File: config.mk
export PLATFORM = sky130hd
export DESIGN_NAME = cmd_scheduler
export DESIGN_NICKNAME = d
export VERILOG_FILES = /design/src/rtl/cmd_scheduler.sv
export SDC_FILE = /design/constraint.sdc
export NUM_CORES = 1
export LEC_CHECK = 0
export ABC_AREA = 0
export BUFFER_PORTS_ARGS = -buffer_cell sky130_fd_sc_hd__buf_2
export CAP_MARGIN = 30
export CORE_AREA = 2 2 60 62
export DETAILED_ROUTE_END_ITERATION = 8
export DIE_AREA = 0 0 62 64
export MAX_ROUTING_LAYER = met4
export PLACE_DENSITY = 0.64
export SLEW_MARGIN = 20
export SYNTH_ARGS = -nofsm -noshare
export SYNTH_HDL_FRONTEND = slang
export SYNTH_SLANG_ARGS = --single-unit
File: constraint.sdc
create_clock -name clk_i -period 2.1 [get_ports clk_i]
set_input_delay 0.42 -clock clk_i [delete_from_list [all_inputs] [get_ports clk_i]]
set_output_delay 0.42 -clock clk_i [all_outputs]
set_load 0.03 [all_outputs]
File: src/rtl/cmd_scheduler.sv
// cmd_scheduler: arbitrates the button and clap command requesters into a
// small FIFO and issues queued commands one at a time to the `logic`
// datapath as rst/set pulses or a state load, with a settle gap after each.
// Optional feature: define CMD_SCHEDULER_CMD_COUNT_EN to add cmd_cnt_o, a
// wrapping count of issued commands.
module cmd_scheduler #(
  parameter int unsigned DEPTH         = 4,
  parameter int unsigned SETTLE_CYCLES = 4,
  parameter int unsigned CNT_W         = 16
) (
  input  logic             clk_i,
  input  logic             rst_ni,
  input  logic             btn_req_i,
  input  logic [2:0]       btn_cmd_i,
  output logic             btn_ack_o,
  input  logic             clap_req_i,
  input  logic [2:0]       clap_cmd_i,
  output logic             clap_ack_o,
  output logic             rst_o,
  output logic             set_o,
  output logic [2:0]       state_o,
  output logic             busy_o,
  output logic             fifo_full_o,
  output logic             fifo_empty_o
`ifdef CMD_SCHEDULER_CMD_COUNT_EN
  ,
  output logic [CNT_W-1:0] cmd_cnt_o
`endif
);

  localparam int unsigned AW = $clog2(DEPTH);
  localparam int unsigned PW = AW + 1;
  localparam int unsigned SW = (SETTLE_CYCLES > 1) ? $clog2(SETTLE_CYCLES) : 1;

  localparam logic [2:0]    CMD_RST     = 3'b000;
  localparam logic [2:0]    CMD_SET     = 3'b111;
  localparam logic [SW-1:0] SETTLE_LOAD = SW'(SETTLE_CYCLES - 1);

  typedef enum logic [1:0] {
    IDLE,
    ISSUE,
    SETTLE
  } fsm_e;

  fsm_e          fsm_q;
  logic [SW-1:0] settle_q;

  logic [2:0]    mem_q [DEPTH];
  logic [PW-1:0] wr_ptr_q;
  logic [PW-1:0] rd_ptr_q;

  // High when the clap requester won the most recent grant.
  logic          last_clap_q;

  logic          fifo_full;
  logic          fifo_empty;
  logic          btn_elig;
  logic          clap_elig;
  logic          grant_btn;
  logic          grant_clap;
  logic          push;
  logic          pop;
  logic [2:0]    push_cmd;
  logic [2:0]    head_cmd;

  // Extra pointer MSB distinguishes full from empty when the indices match.
  assign fifo_empty   = (wr_ptr_q == rd_ptr_q);
  assign fifo_full    = (wr_ptr_q[AW] != rd_ptr_q[AW]) &&
                        (wr_ptr_q[AW-1:0] == rd_ptr_q[AW-1:0]);
  assign fifo_full_o  = fifo_full;
  assign fifo_empty_o = fifo_empty;
  assign head_cmd     = mem_q[rd_ptr_q[AW-1:0]];
  assign busy_o       = (fsm_q != IDLE);

  // Round-robin arbitration; a requester whose ack is high is masked.
  always_comb begin
    btn_elig   = btn_req_i  && !btn_ack_o  && !fifo_full;
    clap_elig  = clap_req_i && !clap_ack_o && !fifo_full;
    grant_btn  = btn_elig && (!clap_elig || last_clap_q);
    grant_clap = clap_elig && !grant_btn;
    push       = grant_btn || grant_clap;
    push_cmd   = grant_btn ? btn_cmd_i : clap_cmd_i;
    pop        = (fsm_q == IDLE) && !fifo_empty;
  end

  // FIFO storage write; contents are don't-care until pointed to.
  always_ff @(posedge clk_i) begin
    if (push) begin
      mem_q[wr_ptr_q[AW-1:0]] <= push_cmd;
    end
  end

  // FIFO pointers, registered acks and round-robin pointer.
  always_ff @(posedge clk_i or negedge rst_ni) begin
    if (!rst_ni) begin
      wr_ptr_q    <= '0;
      rd_ptr_q    <= '0;
      btn_ack_o   <= 1'b0;
      clap_ack_o  <= 1'b0;
      last_clap_q <= 1'b1;
    end else begin
      btn_ack_o  <= grant_btn;
      clap_ack_o <= grant_clap;
      if (push) begin
        wr_ptr_q    <= wr_ptr_q + PW'(1);
        last_clap_q <= grant_clap;
      end
      if (pop) begin
        rd_ptr_q <= rd_ptr_q + PW'(1);
      end
    end
  end

  // Issue FSM. The head entry is decoded on the pop edge so the registered
  // rst/set/state outputs are valid during the ISSUE cycle itself; this
  // removes the need for a separate command holding register.
  always_ff @(posedge clk_i or negedge rst_ni) begin
    if (!rst_ni) begin
      fsm_q    <= IDLE;
      settle_q <= '0;
      rst_o    <= 1'b0;
      set_o    <= 1'b0;
      state_o  <= '0;
    end else begin
      rst_o <= 1'b0;
      set_o <= 1'b0;
      unique case (fsm_q)
        IDLE: begin
          if (pop) begin
            fsm_q <= ISSUE;
            if (head_cmd == CMD_RST) begin
              rst_o <= 1'b1;
            end else if (head_cmd == CMD_SET) begin
              set_o <= 1'b1;
            end else begin
              state_o <= head_cmd;
            end
          end
        end
        ISSUE: begin
          fsm_q    <= SETTLE;
          settle_q <= SETTLE_LOAD;
        end
        SETTLE: begin
          if (settle_q == '0) begin
            fsm_q <= IDLE;
          end else begin
            settle_q <= settle_q - SW'(1);
          end
        end
        default: begin
          fsm_q <= IDLE;
        end
      endcase
    end
  end

`ifdef CMD_SCHEDULER_CMD_COUNT_EN
  // Issued-command counter; steps on the edge that enters ISSUE.
  always_ff @(posedge clk_i or negedge rst_ni) begin
    if (!rst_ni) begin
      cmd_cnt_o <= '0;
    end else if (pop) begin
      cmd_cnt_o <= cmd_cnt_o + CNT_W'(1);
    end
  end
`else
  logic unused_cnt_w;
  assign unused_cnt_w = (CNT_W != 0);
`endif

endmodule
# --- After elaboration in Yosys (flattened, before gate mapping) ---
# Memory sizes are Yosys's and may differ from the RTL's.
# Index checks and enable logic that the tools add are counted.
totals:
  ff_bits: 18
  latchBits: 0
  ramBits: 12
  mem_bits_ro: 0
  out_inout_bits: 10
  n_memories: 1
classes:
  addsub: 3
  n_mul: 0
  n_div: 0
  magnitude_cmp: 0
  eq_ne: 9
  shift: 0
  mux: 15
  n_bitwise: 2
  n_reduce_logical: 24
memory_table:
  columns: ["memory", "depth", "word_bits", "read_ports", "rd_ports_with_merged_regs", "wr", "line_no", "rtl"]
  rows:
  - ["mem_q", 4, 3, 1, 0, 1, "48", "logic [2:0] mem_q [DEPTH];"]
ops:
  columns: ["operator", "n"]
  rows:
  - ["$mux W1", 9]
  - ["$logic_and A1 B1 Y1", 8]
  - ["$add A3 B1 Y3 const B", 2]
  - ["$logic_not A1 Y1", 6]
  - ["$mux W2", 3]
  - ["$ne A2 B2 Y1 const B", 3]
  - ["$pmux W2 S3", 1]
  - ["$logic_not A2 Y1", 2]
  - ["$pmux W2 S2", 1]
  - ["$reduce_and A2 Y1", 2]
  - ["$reduce_and A4 Y1", 1]
  - ["$reduce_bool A2 Y1", 2]
  - ["$eq A3 B3 Y1", 1]
  - ["$eq A3 B3 Y1 const B", 1]
  - ["$logic_not A3 Y1", 1]
  - ["$mux W3", 1]
  - ["$eq A2 B1 Y1 const B", 1]
  - ["$eq A2 B2 Y1", 1]
  - ["$eq A2 B2 Y1 const B", 1]
  - ["$logic_or A1 B1 Y1", 2]
  - ["$not A1 Y1", 2]
  - ["$sub A2 B1 Y2 const B", 1]
  - ["$ne A1 B1 Y1", 1]

# --- Longest topological paths before layout ---
depth:
  word_depth: 12
  depth_mapped: 6

# --- Least setup slack after synthesis ---
# Ideal clock, no wire load.
synth_timing:
  kind: "register to register"
  from: "reg rd_ptr_q[0]"
  to: "mem mem_q[0][0], data pin"
  setup_time_ps: 266
  arrival_ps: 1569
  required_time_ps: 1834
  slack_ps: 264
  path_stages_with_launch: 7
  cell_sequence: "dfrtp_1 buf_6 xnor2_4 and3_1 buf_6 nor3_4 mux2_2"
synth_between:
  elab_chain_cells: 8
  word_cells_on_any_way: 9
synth_rtl:
  columns: ["item", "line_no", "rtl"]
  rows:
  - ["from (decl)", "50", "logic [PW-1:0] rd_ptr_q;"]
  - ["from (signal assigned)", "109", "rd_ptr_q <= rd_ptr_q + PW'(1);"]
  - ["$eq A2 B2 Y1 *", "69", "(wr_ptr_q[AW-1:0] == rd_ptr_q[AW-1:0]);"]
  - ["$logic_and A1 B1 Y1 *", "68", "assign fifo_full = (wr_ptr_q[AW] != rd_ptr_q[AW]) &&"]
  - ["named net fifo_full_o", "23", "output logic fifo_full_o,"]
  - ["$logic_not A1 Y1 *", "77, 78", null]
  - ["$logic_and A1 B1 Y1", "78", "clap_elig = clap_req_i && !clap_ack_o && !fifo_full;"]
  - ["$logic_not A1 Y1", "79", "grant_btn = btn_elig && (!clap_elig || last_clap_q);"]
  - ["$logic_or A1 B1 Y1", "79", null]
  - ["$logic_and A1 B1 Y1 *", "79", null]
  - ["named net grant_btn", "59", "logic grant_btn;"]
  - ["$mux W3 *", "82", "push_cmd = grant_btn ? btn_cmd_i : clap_cmd_i;"]
  - ["named net push_cmd[0]", "63", "logic [2:0] push_cmd;"]
  - ["to (decl)", "48", null]
# The timed path passes the listed nets; every way through them passes the cells marked *.

# --- Final worst setup path ---
layout_timing:
  from: "reg rd_ptr_q[1]"
  to: "out fifo_full_o"
layout_between:
  elab_chain_cells: 2
layout_rtl:
  columns: ["item", "line_no"]
  rows:
  - ["$eq A2 B2 Y1", "69"]
  - ["$logic_and A1 B1 Y1", "68"]
  - ["to (decl)", "23"]
# Every way passes these cells.

==> results.py <==
metrics = {
    "power": {
        "combPwrFrac_pct": 50.0,
        "vdd_drop_max_mv": 0.703,
        "p_sw_share_pct": 42.7,
        "pwr-share-seq_pct": 38.7,
        "switching_power_mw": 1.20,
        "leakage_nw": 0.731,
        "clock_power_share_pct": 11.3,
        "p_int_mw": 1.61,
        "power.density_nw_per_um2": 1720,
    },
    "clock_network": {
        "cts_buffer_depth": 2,
        "cts-root-buf": "clkbuf_4",
        "cts_tree": "yes",
        "cts_buffers": 5,
        "holdBufCountCts": 0,
        "clk_pin_slew_ns": 0.10,
        "cts.repair.resized": 1,
        "post_cts_buffers": 0,
        "clkLatencyLatePin_ns": 0.32,
        "htree_num_levels": 2,
        "cts.sinks": 30,
    },
    "timing": {
        "hold_slack_ns": 0.0137,
        "fmax_mhz": 510,
        "timing.final.ws_setup_ns": 0.141,
        "min_period_ns": 1.96,
        "relSlewSlack_pct": 72.9,
        "hold_viol": 0,
        "setup_viol_count_final": 0,
        "fin_crit_sh_pct": 93.3,
        "clock_skew_ns": 0.00921,
        "tns_ns": 0,
        "grt_setup_unrepaired": "no",
        "drv_slew": 0,
        "worst_pin_slew_ns": 0.406,
    },
    "setup_path": {
        "critPathKind": "flop to output pin",
        "cp.depth": 3,
        "endpoint_kind": "output pin",
        "crit_fanout": 6,
        "required_ns": 1.68,
        "arrival_ns": 1.54,
        "rr_endpoint": "mem_q[3][0]",
        "rr_worst_depth": 4,
        "crit_family": "flip-flops",
        "timing.rr.start": "rd_ptr_q[1]",
        "worst_setup_path_start_kind": "flop",
        "path_cells": "xnor2_2, and3_2, buf_2",
        "crit_buf_inv": 1,
        "max_stage_delay_ns": 0.49,
        "r2r_slack_ns": 0.19,
        "critPathLaunch": "rd_ptr_q[1]",
        "endpoint": "fifo_full_o",
        "crit_slowest_cell": "dfrtp_1",
    },
    "synth": {
        "ys.flop_type": "dfrtp_1",
        "synthTopCellsByCount": "dfrtp_1 (17), edfxtp_1 (12), nand2_1 (10), nor2_1 (9), inv_1 (8)",
        "ys_seq_area_share_pct": 56.9,
        "syn-num-nets": 126,
        "avgSynthCellArea_um2": 13.0,
        "synth_edf_count": 12,
        "synth_top_area_cell": "dfrtp_1",
        "synth_most_common_cell": "dfrtp_1",
        "yosys_register_bits": 30,
        "yosys-top-cells-area": "dfrtp_1 (30%), edfxtp_1 (25%), mux4_1 (5.5%)",
        "ys_warn_count": 0,
        "syn-instance-count": 110,
        "ys_async_sr_fraction_pct": 60.0,
        "syn-cell-area_um2": 1430,
        "synth.distinct_cells": 27,
        "synth_top_area_share_pct": 29.8,
    },
    "global_route": {
        "grt_pass1_vias": 847,
        "antenna_found_initial": 0,
        "grt_use_total_pct": 14.2,
        "grt_overflow": 0,
        "grt_pass1_wl_um": 3880,
        "grt_max_degree": 19,
    },
    "drt": {
        "drc_errors": 0,
        "drt-met1-wl_um": 1010,
        "avgViaCountPerCell": 4.91,
        "dr_wl_met2_um": 1220,
        "num_vias": 898,
        "wl_per_cell_um": 12.9,
        "drt_first_pass_iters": 4,
        "top_layer": "met4",
        "wl_met3_um": 89,
        "wl_um": 2370,
        "antenna_left": 0,
        "drt_iter0_drc": 25,
    },
    "worst_hold_path": {
        "hold_path_class": "primary input to asynchronous set/reset pin",
    },
    "floorplan": {
        "ioPinCount": 20,
        "die_height_um": 64,
        "die_w_um": 62,
        "start_util_pct": 43.4,
        "die-area_um2": 3970,
        "num_rows": 21,
        "core_area_um2": 3280,
    },
    "placed_design": {
        "globalplace.congestion": 0.710,
        "pre_cts_ws_ns": 0.197,
        "dp_hpwl_um": 1790,
        "placement.io_buffers": 19,
        "placed_cells": 175,
    },
    "final_layout": {
        "antenna_cells": 0,
        "drive_gt1_share_pct": 29.2,
        "synthToLayoutAreaGrowth_pct": 14.6,
        "fin_cells": 183,
        "final_core_util_pct": 49.8,
        "fin_nets": 152,
    },
    "flow_run": {
        "drv_cap": 0,
    },
    "status": {
        "outcome": "complete, no violations",
    },
}
[state kept, by name, indices dropped and copies added, names as in the netlist]
name         flops
mem_q           12
rd_ptr_q         3
state_o          3
wr_ptr_q         3
fsm_q            2
settle_q         2
btn_ack_o        1
clap_ack_o       1
last_clap_q      1
rst_o            1
set_o            1
[cell type report]
type                       count  area, µm²
fill                         325       1650
multi-input combinational     70        571
tap                           46       57.6
clock buffer                   5       37.5
sequential                    30        812
clock inverter                 3       16.3
inverter                       8       30.0
timing repair buffer          21        110
[through the flow]
step | instance area, µm² | total power [mW]
detailed placement | 1570 | 2.49
finish | 1630 | 2.81
CTS | 1630 | 2.83
global route | 1630 | 3.05
global placement | 1570 | 2.43
floorplan | 1430 | 2.18
[layer usage]
metal  vias up  track usage, %
met5         -               -
met4         0            7.98
met3         4            3.64
met2        19            21.7
met1       434            16.5
li1        441               -
[placed cells by master (no fill, tap or decap), types with 3 or more instances in the layout]
| master | n |
|---|---|
| edfxtp_1 | 12 |
| dfrtp_1 | 17 |
| o22a_1 | 3 |
| xnor2_1 | 4 |
| mux2_2 | 4 |
| nand2_1 | 10 |
| a21oi_1 | 4 |
| clkbuf_4 | 5 |
| ha_1 | 6 |
| nor2_1 | 9 |
| and2_1 | 4 |
| mux4_1 | 3 |
| inv_1 | 8 |
| buf_2 | 19 |
| o21ai_0 | 6 |
[how the worst min path moves through the flow]
stage	depth (start not counted)	end
finish	1	wr_ptr_q[1]
CTS	1	rst_o
global placement	1	settle_q[0]
detailed placement	1	settle_q[0]
global route	1	rst_o
floorplan	0	btn_ack_o
[power by group through the flow]
| stage | Sequential, mW | Clock, mW | Combinational [mW] |
|---|---|---|---|
| 6_report | 1.09 | 0.318 | 1.40 |
| 5_1_grt | 1.12 | 0.361 | 1.57 |
| 4_1_cts | 1.08 | 0.337 | 1.41 |
| 3_5_place_dp | 1.10 | 0 | 1.40 |
| 3_3_place_gp | 1.08 | 0 | 1.35 |
| 2_1_floorplan | 1.15 | 0 | 1.02 |
[cells by family after synthesis]
logic type	synth area share, %
DFF	56.9
muxes	8.68
and+or+nand+nor	11.0
AOI/OAI and AO/OA	8.25
buffers and inverters	3.68
adders and majority gates	5.26
xor gates and xnor gates	6.23
Power figures use the tool's default switching activity.
